[config.mk]
export PLATFORM = sky130hd
export DESIGN_NAME = conv_neuron_array
export DESIGN_NICKNAME = d
export VERILOG_FILES = /design/src/rtl/cnn_pkg.sv /design/src/rtl/conv_mac_lane.sv /design/src/rtl/conv_neuron_array.sv
export SDC_FILE = /design/constraint.sdc
export NUM_CORES = 2
export LEC_CHECK = 0
export ABC_AREA = 1
export BUFFER_PORTS_ARGS = -buffer_cell sky130_fd_sc_hd__buf_2
export CAP_MARGIN = 20
export CORE_ASPECT_RATIO = 1.4
export CORE_MARGIN = 2
export CORE_UTILIZATION = 25
export DETAILED_ROUTE_END_ITERATION = 10
export GPL_TIMING_DRIVEN = 0
export PLACE_DENSITY = 0.38
export SETUP_SLACK_MARGIN = 0.1
export SKIP_CTS_REPAIR_TIMING = 1
export SLEW_MARGIN = 25
export SYNTH_ARGS = -nofsm -noshare
export SYNTH_HDL_FRONTEND = slang
export SYNTH_SLANG_ARGS = --single-unit
[constraint.sdc]
create_clock -name clk -period 5 [get_ports clk]
set_clock_uncertainty 0.05 [all_clocks]
set_input_delay 0.75 -clock clk [delete_from_list [all_inputs] [get_ports clk]]
set_output_delay 0.75 -clock clk [all_outputs]
set_load 0.005 [all_outputs]
[src/rtl/cnn_pkg.sv]
// Shared state encodings and the result quantiser for conv_neuron_array.
package cnn_pkg;

  typedef enum logic [1:0] {W_IDLE, W_BIAS, W_TAPS} w_state_t;
  typedef enum logic {D_IDLE, D_DRAIN} d_state_t;

  // Shift, then clamp to [0 or -2^(w-1), 2^(w-1)-1]; RELU clamps negatives to zero.
  function automatic logic signed [31:0] quantise(input logic signed [63:0] acc,
                                                  input int shift, input int width,
                                                  input bit relu);
    logic signed [63:0] s, hi, lo;
    s  = acc >>> shift;
    hi = (64'sd1 <<< (width - 1)) - 64'sd1;
    lo = relu ? 64'sd0 : -(64'sd1 <<< (width - 1));
    if (s > hi) return 32'(hi);
    if (s < lo) return 32'(lo);
    return 32'(s);
  endfunction

  // The RELU zero-clamp is the activation itself, not an overflow.
  function automatic bit is_sat(input logic signed [63:0] acc, input int shift,
                                input int width, input bit relu);
    logic signed [63:0] s, hi, lo;
    s  = acc >>> shift;
    hi = (64'sd1 <<< (width - 1)) - 64'sd1;
    lo = -(64'sd1 <<< (width - 1));
    return (s > hi) || (!relu && (s < lo));
  endfunction

endpackage

[src/rtl/conv_mac_lane.sv]
// One neuron: bias register, tap RAM, registered read, multiply and accumulate stages.
module conv_mac_lane #(
  parameter int FEATURE_WIDTH    = 8,
  parameter int WEIGHT_WIDTH     = 8,
  parameter int WEIGHT_MEM_ORDER = 5,
  parameter int BIAS_SHIFT       = 0
) (
  input  logic                       clk,
  input  logic                       rst_n,
  input  logic                       bias_we,
  input  logic                       tap_we,
  input  logic [WEIGHT_MEM_ORDER-1:0] tap_addr,
  input  logic [WEIGHT_WIDTH-1:0]    wdata,
  input  logic                       rd_en,
  input  logic [WEIGHT_MEM_ORDER-1:0] rd_addr,
  input  logic                       rd_in_range,
  input  logic                       mul_en,
  input  logic [FEATURE_WIDTH-1:0]   feature,
  input  logic                       acc_en,
  input  logic                       acc_first,
  output logic signed [FEATURE_WIDTH+WEIGHT_WIDTH+WEIGHT_MEM_ORDER:0] acc
);

  localparam int PW = FEATURE_WIDTH + WEIGHT_WIDTH + 1;
  localparam int AW = FEATURE_WIDTH + WEIGHT_WIDTH + WEIGHT_MEM_ORDER + 1;

  logic [WEIGHT_WIDTH-1:0] mem [1 << WEIGHT_MEM_ORDER];
  logic [WEIGHT_WIDTH-1:0] bias;
  logic [WEIGHT_WIDTH-1:0] weight_q;
  logic signed [PW-1:0]    w_ext, f_ext, prod_q;
  logic signed [AW-1:0]    bias_term, prod_ext;

  // Weights survive reset; only the datapath registers are cleared.
  always_ff @(posedge clk) begin
    if (tap_we)  mem[tap_addr] <= wdata;
    if (bias_we) bias <= wdata;
  end

  assign w_ext     = {{(PW-WEIGHT_WIDTH){weight_q[WEIGHT_WIDTH-1]}}, weight_q};
  assign f_ext     = {{(PW-FEATURE_WIDTH){1'b0}}, feature};
  assign prod_ext  = {{(AW-PW){prod_q[PW-1]}}, prod_q};
  assign bias_term = {{(AW-WEIGHT_WIDTH){bias[WEIGHT_WIDTH-1]}}, bias} <<< BIAS_SHIFT;

  always_ff @(posedge clk or negedge rst_n) begin
    if (!rst_n) begin
      weight_q <= '0;
      prod_q   <= '0;
      acc      <= '0;
    end else begin
      if (rd_en)  weight_q <= rd_in_range ? mem[rd_addr] : '0;
      if (mul_en) prod_q   <= w_ext * f_ext;
      if (acc_en) acc      <= acc_first ? bias_term + prod_ext : acc + prod_ext;
    end
  end

endmodule

[src/rtl/conv_neuron_array.sv]
// NUM_NEURONS parallel MAC lanes on one feature stream, with weight loader and result drain.
// Define CONV_NEURON_ARRAY_OVF_CNT_EN to add the ovf_count saturation counter port.
module conv_neuron_array
  import cnn_pkg::*;
#(
  parameter int FEATURE_WIDTH    = 8,
  parameter int WEIGHT_WIDTH     = 8,
  parameter int WEIGHT_MEM_ORDER = 5,
  parameter int NUM_NEURONS      = 4,
  parameter int OUTPUT_WIDTH     = 8,
  parameter int OUTPUT_SHIFT     = 0,
  parameter int BIAS_SHIFT       = 0,
  parameter int RELU             = 1
) (
  input  logic                           clk,
  input  logic                           rst_n,
  input  logic [FEATURE_WIDTH-1:0]       feature_stream,
  input  logic                           feature_valid,
  input  logic                           feature_first,
  input  logic                           feature_last,
  output logic                           feature_ready,
  input  logic [WEIGHT_WIDTH-1:0]        weight_stream,
  input  logic                           weight_valid,
  input  logic                           weight_first,
  input  logic                           weight_last,
  output logic [OUTPUT_WIDTH-1:0]        output_stream,
  output logic [$clog2(NUM_NEURONS)-1:0] output_index,
  output logic                           output_valid,
  input  logic                           output_ready
`ifdef CONV_NEURON_ARRAY_OVF_CNT_EN
  , output logic [15:0]                  ovf_count
`endif
);

  localparam int WMO = WEIGHT_MEM_ORDER;
  localparam int IW  = $clog2(NUM_NEURONS);
  localparam int AW  = FEATURE_WIDTH + WEIGHT_WIDTH + WEIGHT_MEM_ORDER + 1;
  localparam logic [WMO:0]  DEPTH    = {1'b1, {WMO{1'b0}}};
  localparam logic [IW-1:0] LAST_SEL = IW'(NUM_NEURONS - 1);

  w_state_t w_state, w_next;
  logic [IW-1:0] w_sel, w_sel_next, wr_sel;
  logic [WMO:0]  w_addr, w_addr_next, tap_len, tap_len_next;
  logic          loaded, loaded_next, bias_wr, tap_wr, abort;

  always_comb begin
    w_next       = w_state;
    w_sel_next   = w_sel;
    w_addr_next  = w_addr;
    tap_len_next = tap_len;
    loaded_next  = loaded;
    wr_sel       = w_sel;
    bias_wr      = 1'b0;
    tap_wr       = 1'b0;
    abort        = 1'b0;
    if (weight_valid && weight_first) begin
      wr_sel       = '0;
      bias_wr      = 1'b1;
      abort        = 1'b1;
      w_sel_next   = '0;
      w_addr_next  = '0;
      tap_len_next = '0;
      loaded_next  = 1'b0;
      w_next       = W_TAPS;
    end else if (weight_valid) begin
      case (w_state)
        W_BIAS: begin
          bias_wr     = 1'b1;
          w_addr_next = '0;
          w_next      = W_TAPS;
        end
        W_TAPS: begin
          // Neuron 0 defines the tap count; later segments cannot exceed it.
          tap_wr = (w_addr < DEPTH) && ((w_sel == '0) || (w_addr < tap_len));
          if (w_addr < DEPTH) w_addr_next = w_addr + 1'b1;
          if ((w_sel == '0) && (w_addr < DEPTH)) tap_len_next = w_addr + 1'b1;
          if (weight_last) begin
            if (w_sel == LAST_SEL) begin
              w_next      = W_IDLE;
              loaded_next = 1'b1;
            end else begin
              w_sel_next = w_sel + 1'b1;
              w_next     = W_BIAS;
            end
          end
        end
        default: ;
      endcase
    end
  end

  always_ff @(posedge clk or negedge rst_n) begin
    if (!rst_n) begin
      w_state <= W_IDLE;
      w_sel   <= '0;
      w_addr  <= '0;
      tap_len <= '0;
      loaded  <= 1'b0;
    end else begin
      w_state <= w_next;
      w_sel   <= w_sel_next;
      w_addr  <= w_addr_next;
      tap_len <= tap_len_next;
      loaded  <= loaded_next;
    end
  end

  d_state_t d_state, d_next;
  logic [IW-1:0] out_idx, idx_next;
  logic          busy, accept, capture, drain_done;
  logic [WMO:0]  rd_addr, use_addr, a1;
  logic [FEATURE_WIDTH-1:0] f1, f2;
  logic v1, v2, v3, v4, first1, first2, first3, last1, last2, last3, last4;

  assign feature_ready = (w_state == W_IDLE) && loaded && !busy;
  assign accept        = feature_valid && feature_ready;
  assign use_addr      = feature_first ? '0 : rd_addr;
  assign capture       = v4 && last4 && !abort;

  always_ff @(posedge clk or negedge rst_n) begin
    if (!rst_n) begin
      rd_addr <= '0;
      busy    <= 1'b0;
      {v1, v2, v3, v4} <= '0;
      {first1, first2, first3} <= '0;
      {last1, last2, last3, last4} <= '0;
      a1 <= '0;
      f1 <= '0;
      f2 <= '0;
    end else begin
      v1 <= accept;
      v2 <= v1;
      v3 <= v2;
      v4 <= v3;
      first2 <= first1;
      first3 <= first2;
      last2  <= last1;
      last3  <= last2;
      last4  <= last3;
      f2     <= f1;
      if (accept) begin
        a1      <= use_addr;
        f1      <= feature_stream;
        first1  <= feature_first;
        last1   <= feature_last;
        rd_addr <= (use_addr == DEPTH) ? use_addr : use_addr + 1'b1;
        if (feature_last) busy <= 1'b1;
      end
      if (drain_done) busy <= 1'b0;
      // A weight reload kills everything in flight, including a just-accepted beat.
      if (abort) begin
        {v1, v2, v3, v4} <= '0;
        if (d_state == D_IDLE) busy <= 1'b0;
      end
    end
  end

  logic signed [AW-1:0] lane_acc [NUM_NEURONS];

  for (genvar i = 0; i < NUM_NEURONS; i++) begin : g_lane
    conv_mac_lane #(
      .FEATURE_WIDTH   (FEATURE_WIDTH),
      .WEIGHT_WIDTH    (WEIGHT_WIDTH),
      .WEIGHT_MEM_ORDER(WEIGHT_MEM_ORDER),
      .BIAS_SHIFT      (BIAS_SHIFT)
    ) u_lane (
      .clk        (clk),
      .rst_n      (rst_n),
      .bias_we    (bias_wr && (wr_sel == IW'(i))),
      .tap_we     (tap_wr && (wr_sel == IW'(i))),
      .tap_addr   (w_addr[WMO-1:0]),
      .wdata      (weight_stream),
      .rd_en      (v1),
      .rd_addr    (a1[WMO-1:0]),
      .rd_in_range(a1 < tap_len),
      .mul_en     (v2),
      .feature    (f2),
      .acc_en     (v3),
      .acc_first  (first3),
      .acc        (lane_acc[i])
    );
  end

  logic [OUTPUT_WIDTH-1:0] bank [NUM_NEURONS];

  always_ff @(posedge clk or negedge rst_n) begin
    if (!rst_n) begin
      for (int i = 0; i < NUM_NEURONS; i++) bank[i] <= '0;
    end else if (capture) begin
      for (int i = 0; i < NUM_NEURONS; i++)
        bank[i] <= OUTPUT_WIDTH'(quantise(64'(lane_acc[i]), OUTPUT_SHIFT, OUTPUT_WIDTH, RELU != 0));
    end
  end

  always_comb begin
    d_next     = d_state;
    idx_next   = out_idx;
    drain_done = 1'b0;
    case (d_state)
      D_IDLE: begin
        if (capture) begin
          d_next   = D_DRAIN;
          idx_next = '0;
        end
      end
      D_DRAIN: begin
        if (output_ready) begin
          if (out_idx == LAST_SEL) begin
            d_next     = D_IDLE;
            idx_next   = '0;
            drain_done = 1'b1;
          end else begin
            idx_next = out_idx + 1'b1;
          end
        end
      end
      default: d_next = D_IDLE;
    endcase
  end

  always_ff @(posedge clk or negedge rst_n) begin
    if (!rst_n) begin
      d_state <= D_IDLE;
      out_idx <= '0;
    end else begin
      d_state <= d_next;
      out_idx <= idx_next;
    end
  end

  assign output_valid  = (d_state == D_DRAIN);
  assign output_index  = out_idx;
  assign output_stream = output_valid ? bank[out_idx] : '0;

`ifdef CONV_NEURON_ARRAY_OVF_CNT_EN
  logic [16:0] ovf_sum;

  always_comb begin
    ovf_sum = {1'b0, ovf_count};
    for (int i = 0; i < NUM_NEURONS; i++)
      if (is_sat(64'(lane_acc[i]), OUTPUT_SHIFT, OUTPUT_WIDTH, RELU != 0))
        ovf_sum = ovf_sum + 17'd1;
    if (ovf_sum > 17'h0FFFF) ovf_sum = 17'h0FFFF;
  end

  always_ff @(posedge clk or negedge rst_n) begin
    if (!rst_n)       ovf_count <= '0;
    else if (capture) ovf_count <= 16'(ovf_sum);
  end
`endif

endmodule
* Yosys cells after proc, flatten, opt, wreduce, memory -nomap -nowiden
Memory sizes are Yosys's and may differ from the RTL's.
Index checks and enable logic that the tools add are counted.
** Storage, ports and cells
- Memory bits (writable) :: 1024
- Register bits :: 312
- Memories :: 4
** Cells by class
- Magnitude comparators :: 12
- Mux-type cells :: 109
- Multiply operators :: 4
- Bitwise logic cells :: 2
- $add $sub $neg :: 12
- Equality and inequality tests :: 13
- Reductions and logical operators :: 34
** Memory list
- g_lane[0].u_lane.mem :: depth 32, width 8, read ports 1, clocked after memory_dff 0, write ports 1, line conv_mac_lane.sv:27 : logic [WEIGHT_WIDTH-1:0] mem [1 << WEIGHT_MEM_ORDER];
- g_lane[1].u_lane.mem :: depth 32, width 8, read ports 1, clocked after memory_dff 0, write ports 1, line conv_mac_lane.sv:27
- g_lane[2].u_lane.mem :: depth 32, width 8, read ports 1, clocked after memory_dff 0, write ports 1, line conv_mac_lane.sv:27
- g_lane[3].u_lane.mem :: depth 32, width 8, read ports 1, clocked after memory_dff 0, write ports 1, line conv_mac_lane.sv:27
** Operators with widths (number)
- $mux 8 :: 23
- $add 22x17->22 :: 4
- $gt 22x8->1 const B :: 4
- $lt 22x1->1 const B :: 4
- $mux 22 :: 4
- $add 8x17->18 :: 4
- $mul 8x9->17 :: 4
- $mux 1 :: 56
- $mux 6 :: 9
- $mux 2 :: 12
- $bmux 8 s2 :: 1
- $logic_and 1x1->1 :: 16
- $add 6x1->6 const B :: 2
- $lt 6x6->1 :: 2
- $pmux 6 s2 :: 1
- $eq 2x2->1 const B :: 5
- $reduce_bool 2->1 :: 5
- $reduce_and 3->1 :: 3
- $pmux 2 s2 :: 2
- $reduce_and 4->1 :: 2
- $eq 6x6->1 const B :: 1
- $logic_not 2->1 :: 3
- $lt 6x6->1 const B :: 1
- $ne 2x2->1 const B :: 3
- 11 further kinds :: 15

* Longest topological paths before layout
- Depth after elaboration :: 9
- Depth in mapped cells :: 22

* By module
Synthesis repeated with hierarchy kept, for this count alone.
** Second synthesis, totals
- Cell total of the unflattened synthesis :: 8056
- Area total of the unflattened synthesis :: 73291.5 sq um
** By module, submodules not included
- conv_mac_lane at g_lane[3].u_lane :: area each 17200.2 sq um, seq. area each 9103.7 sq um, cells each 1876, instances 1
- conv_mac_lane at g_lane[1].u_lane :: area each 17199.0 sq um, seq. area each 9103.7 sq um, cells each 1871, instances 1
- conv_mac_lane at g_lane[2].u_lane :: area each 17195.2 sq um, seq. area each 9103.7 sq um, cells each 1875, instances 1
- conv_mac_lane at g_lane[0].u_lane :: area each 17155.2 sq um, seq. area each 9103.7 sq um, cells each 1868, instances 1
- conv_neuron_array :: area each 4541.9 sq um, seq. area each 2302.2 sq um, cells each 566, instances 1

* Least setup slack after synthesis
Ideal clock, no wire load.
- Kind :: reg-to-reg
- Start point :: register f2[5]
- End point :: register g_lane[3].u_lane.prod_q[9]
- Cell stages (with the launch flop) :: 17
- Arrival :: 4.151 ns
- Data required time :: 4.868 ns
- Library setup time :: 0.082 ns
- Path slack :: 0.717 ns
- Cell sequence :: dfrtp_1 clkbuf_1 buf_1 nand2_1 fa_1 fa_1 inv_1 fa_1 inv_1 fa_1 inv_1 ha_1 nand2_1 o21ai_0 a21oi_1 or2_2 a31oi_1
** On the way
- Word-level cells in the longest chain between the ends :: 1
** Ends and longest elaborated chain
- start: declaration :: line conv_neuron_array.sv:112 : logic [FEATURE_WIDTH-1:0] f1, f2;
- start signal: assignment :: line conv_neuron_array.sv:129 : f2 <= '0;
- start signal: assignment :: line conv_neuron_array.sv:140 : f2 <= f1;
- $mul 8x9->17 :: line conv_mac_lane.sv:51 : if (mul_en) prod_q <= w_ext * f_ext;
- end signal: assignment :: line conv_mac_lane.sv:51
- end: declaration :: line conv_mac_lane.sv:30 : logic signed [PW-1:0] w_ext, f_ext, prod_q;
Every way passes these cells.
A chain may end at the register's enable or synchronous reset.

* Final worst setup path
- Start point :: register f2[5]
- End point :: register g_lane[3].u_lane.prod_q[16]
The elaborated chain is that of the path after synthesis.

==> results.tsv <==
stage	metric	value	unit
floorplan	die_w	461.4	um
sta	worst_pin_slew	1.202	ns
power	p_leak	36.78	nW
routing	drtIter0Drc	4551	
sta	setup_viol	0	
setup_path	crit_required	5.60	ns
sta	slew_headroom	19.56	%
setup_path	critPathMaxStageDelay	0.58	ns
layout	fin_nets	8853	
min_path	hold_depth	3	
setup_path	cp_max_fo	10	
min_path	hp-start	feature_stream[4]	
grt	antenna_found_initial	12	
floorplan	die-height	644.3	um
synth	synth_most_common_cell	nand2_1	
routing	viasPerCell	4.704	
setup_path	cpMaxStageDelayCell	fa_1	
setup_path	ff2ff_path_depth	17	
sta	fmax	0.2122	GHz
synth	ys_seq_area_share	52.88	%
routing	num_vias	58159	
grt	grt.overflow.total	0	
synth	synth_compound_area_share	3.784	%
cts	clock-root-buffer	clkbuf_16	
synth	synth_cell_types	51	
cts	clock_latency	0.88	ns
synth	synthCells	8100	
cts	cts_max_path_buffers	4	
routing	drc_errors	0	
synth	ys_ff_latch	1336	
synth	synthSimpleGateAreaFrac	25.99	%
synth	synth_edf_count	1056	
floorplan	io_pins	37	
setup_path	ff2ff_setup_slack	0.29	ns
sta	timing.final.crit_period	4.712	ns
sta	hold_ws	0.09992	ns
synth	async_flop_share	20.96	%
power	cellPowerDensity	520.0	nW/um2
sta	fin_crit_sh	94.24	%
cts	numCtsBuffers	163	
power	peakVddDrop	0.0003229	V
synth	netlist.area_leader.share	43.31	%
sta	slew_violations	0	
routing	drt_pre_antenna_iters	6	
cts	cts.clk_slew.worst_paths	0.05	ns
grt	grt_pass1_vias	58857	
floorplan	initial_core_util	25.07	%
synth	synthesis.area	73210	um2
setup_path	cp-end-kind	register	
layout	final_cell_area	84510	um2
setup_path	crit_type	reg -> reg	
synth	synthMuxAreaShare	0	%
grt	grt_max_degree	96	
setup_path	crit_start	f2[5]	
synth	synth_nets	8624	
routing	wirelength	318200	um
placement	dp_slack	-0.8994	ns
layout	utilization	28.94	%
floorplan	die-area	297300	um2
synth	synth_xor_area_share	0.6699	%
setup_path	reg2reg_to	g_lane[3].u_lane.prod_q[16]	
synth	synth_common_cells	nand2_1 (2656), nand3_1 (1242), edfxtp_1 (1056)	
routing	wl_per_cell	25.73	um
outcome	status	completed	
placement	dpl.hpwl	242900	um
setup_path	critPathMostFrequentCell	fa_1	
cts	cts_sinks	1336	
floorplan	core-area	292000	um2
sta	fin_ws	0.2878	ns
synth	synth_fa_ha_area_share	10.13	%
layout	drive_gt1_share	8.025	%
synth	syn_avg_cell_area	9.038	um2
sta	rsz0062_at_grt	false	
min_path	holdPathEnd	f1[4]	
synth	synth_top_family_by_area	simple AND/OR/NAND/NOR gates	
min_path	hp-class	in -> reg	
floorplan	rows	235	
synth	yosysTopAreaCell	edfxtp_1	
synth	ys.flop_type	edfxtp_1	
routing	antenna_left	0	
cts	cts.htree.levels	4	
setup_path	path_cells	buf_6, buf_4, nand2_1, fa_1, fa_1, inv_1, fa_1, inv_1, fa_1, inv_1, ha_1, a21oi_1, nand2_1, nand3_1, nand4_1, xor2_2, o21ai_0	
cts	cts_tree	yes	
placement	place_congestion	0.9042	
setup_path	start_kind	register	
placement	io_buffers	36	
synth	synth_area_leaders	edfxtp_1 (43%), nand2_1 (14%), dfrtp_1 (9.6%), nand3_1 (8.5%), ha_1 (5.9%)	
setup_path	critPathArrivalTime	5.32	ns
grt	track_usage	21.16	%
sta	finalHoldViolations	0	
grt	grt_pass1_wl	444700	um
flow_run	maxCapViolations	0	
setup_path	r2r_start	f2[5]	
layout	syn2layout_area_growth	15.43	%
synth	yosys_warnings	0	
placement	placed_area	79230	um2
==> power by group <==
part           internal, mW  leakage, nW  switching (mW)
combinational          4.87         21.1            13.8
sequential             12.7         13.2           0.726
clock                  6.86         2.51            5.07
==> routing by layer <==
layer | track usage [%] | vias up | wire length (um)
met5 | 0 | - | 22
met2 | 39.49 | 1659 | 166700
met4 | 12.16 | 4 | 21930
met1 | 22.51 | 28485 | 115300
li1 | - | 27352 | -
met3 | 2.850 | 659 | 14180
==> final cells by class <==
| type | instances | area (um2) |
|---|---|---|
| clock inverters | 89 | 843.3 |
| flip-flops and latches | 1336 | 38720 |
| repair buffers | 68 | 898.4 |
| well taps | 3910 | 4892 |
| diodes | 6 | 15.01 |
| clock buffers | 196 | 4307 |
| inverters | 814 | 3069 |
| multi-input cells | 5588 | 29940 |
| fillers | 31112 | 207500 |
| plain buffers | 358 | 1828 |
==> critical path, delay by kind of cell (launching register included) <==
kind                       cells  cell delay, ns
AOI/OAI and AO/OA              2            0.32
xor gates and xnor gates       1            0.26
adders and majority gates      5            2.38
buffers and inverters          5            0.62
DFF                            1            0.42
and+or+nand+nor                4            0.49
==> per-stage QoR <==
stage               instances  total power [mW]  setup TNS, ns
finish                  12365             43.95              0
global route            12363             46.20              0
CTS                     12360             44.25         -19.98
detailed placement      12075             32.19         -19.87
global placement        12046             32.04        -856.83
floorplan                8100             23.53              0
==> placed cells by master, fill, tap and decap left out, types with 31 or more instances in the layout <==
cell type,instances
nand2_1,2656
nand3_1,1242
edfxtp_1,1056
inv_1,800
nor2_1,358
ha_1,343
dfrtp_1,278
a21oi_1,233
o21ai_0,189
buf_2,180
clkbuf_16,166
fa_1,156
clkbuf_1,105
nor2_2,84
buf_4,43
nand3b_1,40
nor3_1,38
buf_1,35
nand4_1,35
clkbuf_2,34
xor2_1,34
a31oi_1,31
==> worst max path at each step <==
stage | to | slack, ns
floorplan | g_lane[3].u_lane.prod_q[9] | 0.72
global placement | f2[7] | -3.06
detailed placement | g_lane[3].u_lane.prod_q[16] | -0.90
CTS | g_lane[3].u_lane.prod_q[16] | -0.90
global route | g_lane[1].u_lane.prod_q[15] | 0.10
finish | g_lane[3].u_lane.prod_q[16] | 0.29
==> state kept, by name (all words and copies together), names as in the netlist, 8 cells and up <==
register	count
f2	8
g_lane.u_lane.acc	88
bank	32
g_lane.u_lane.weight_q	32
f1	8
g_lane.u_lane.bias	32
g_lane.u_lane.mem	1024
g_lane.u_lane.prod_q	68
==> cells by family after synthesis <==
kind of cell | count (synthesis)
simple gates | 4513
flops | 1336
compound gates | 520
xor+xnor | 56
buf+inv | 1176
fa+ha+maj | 499
Note: power is estimated with default switching activity, not from simulation.
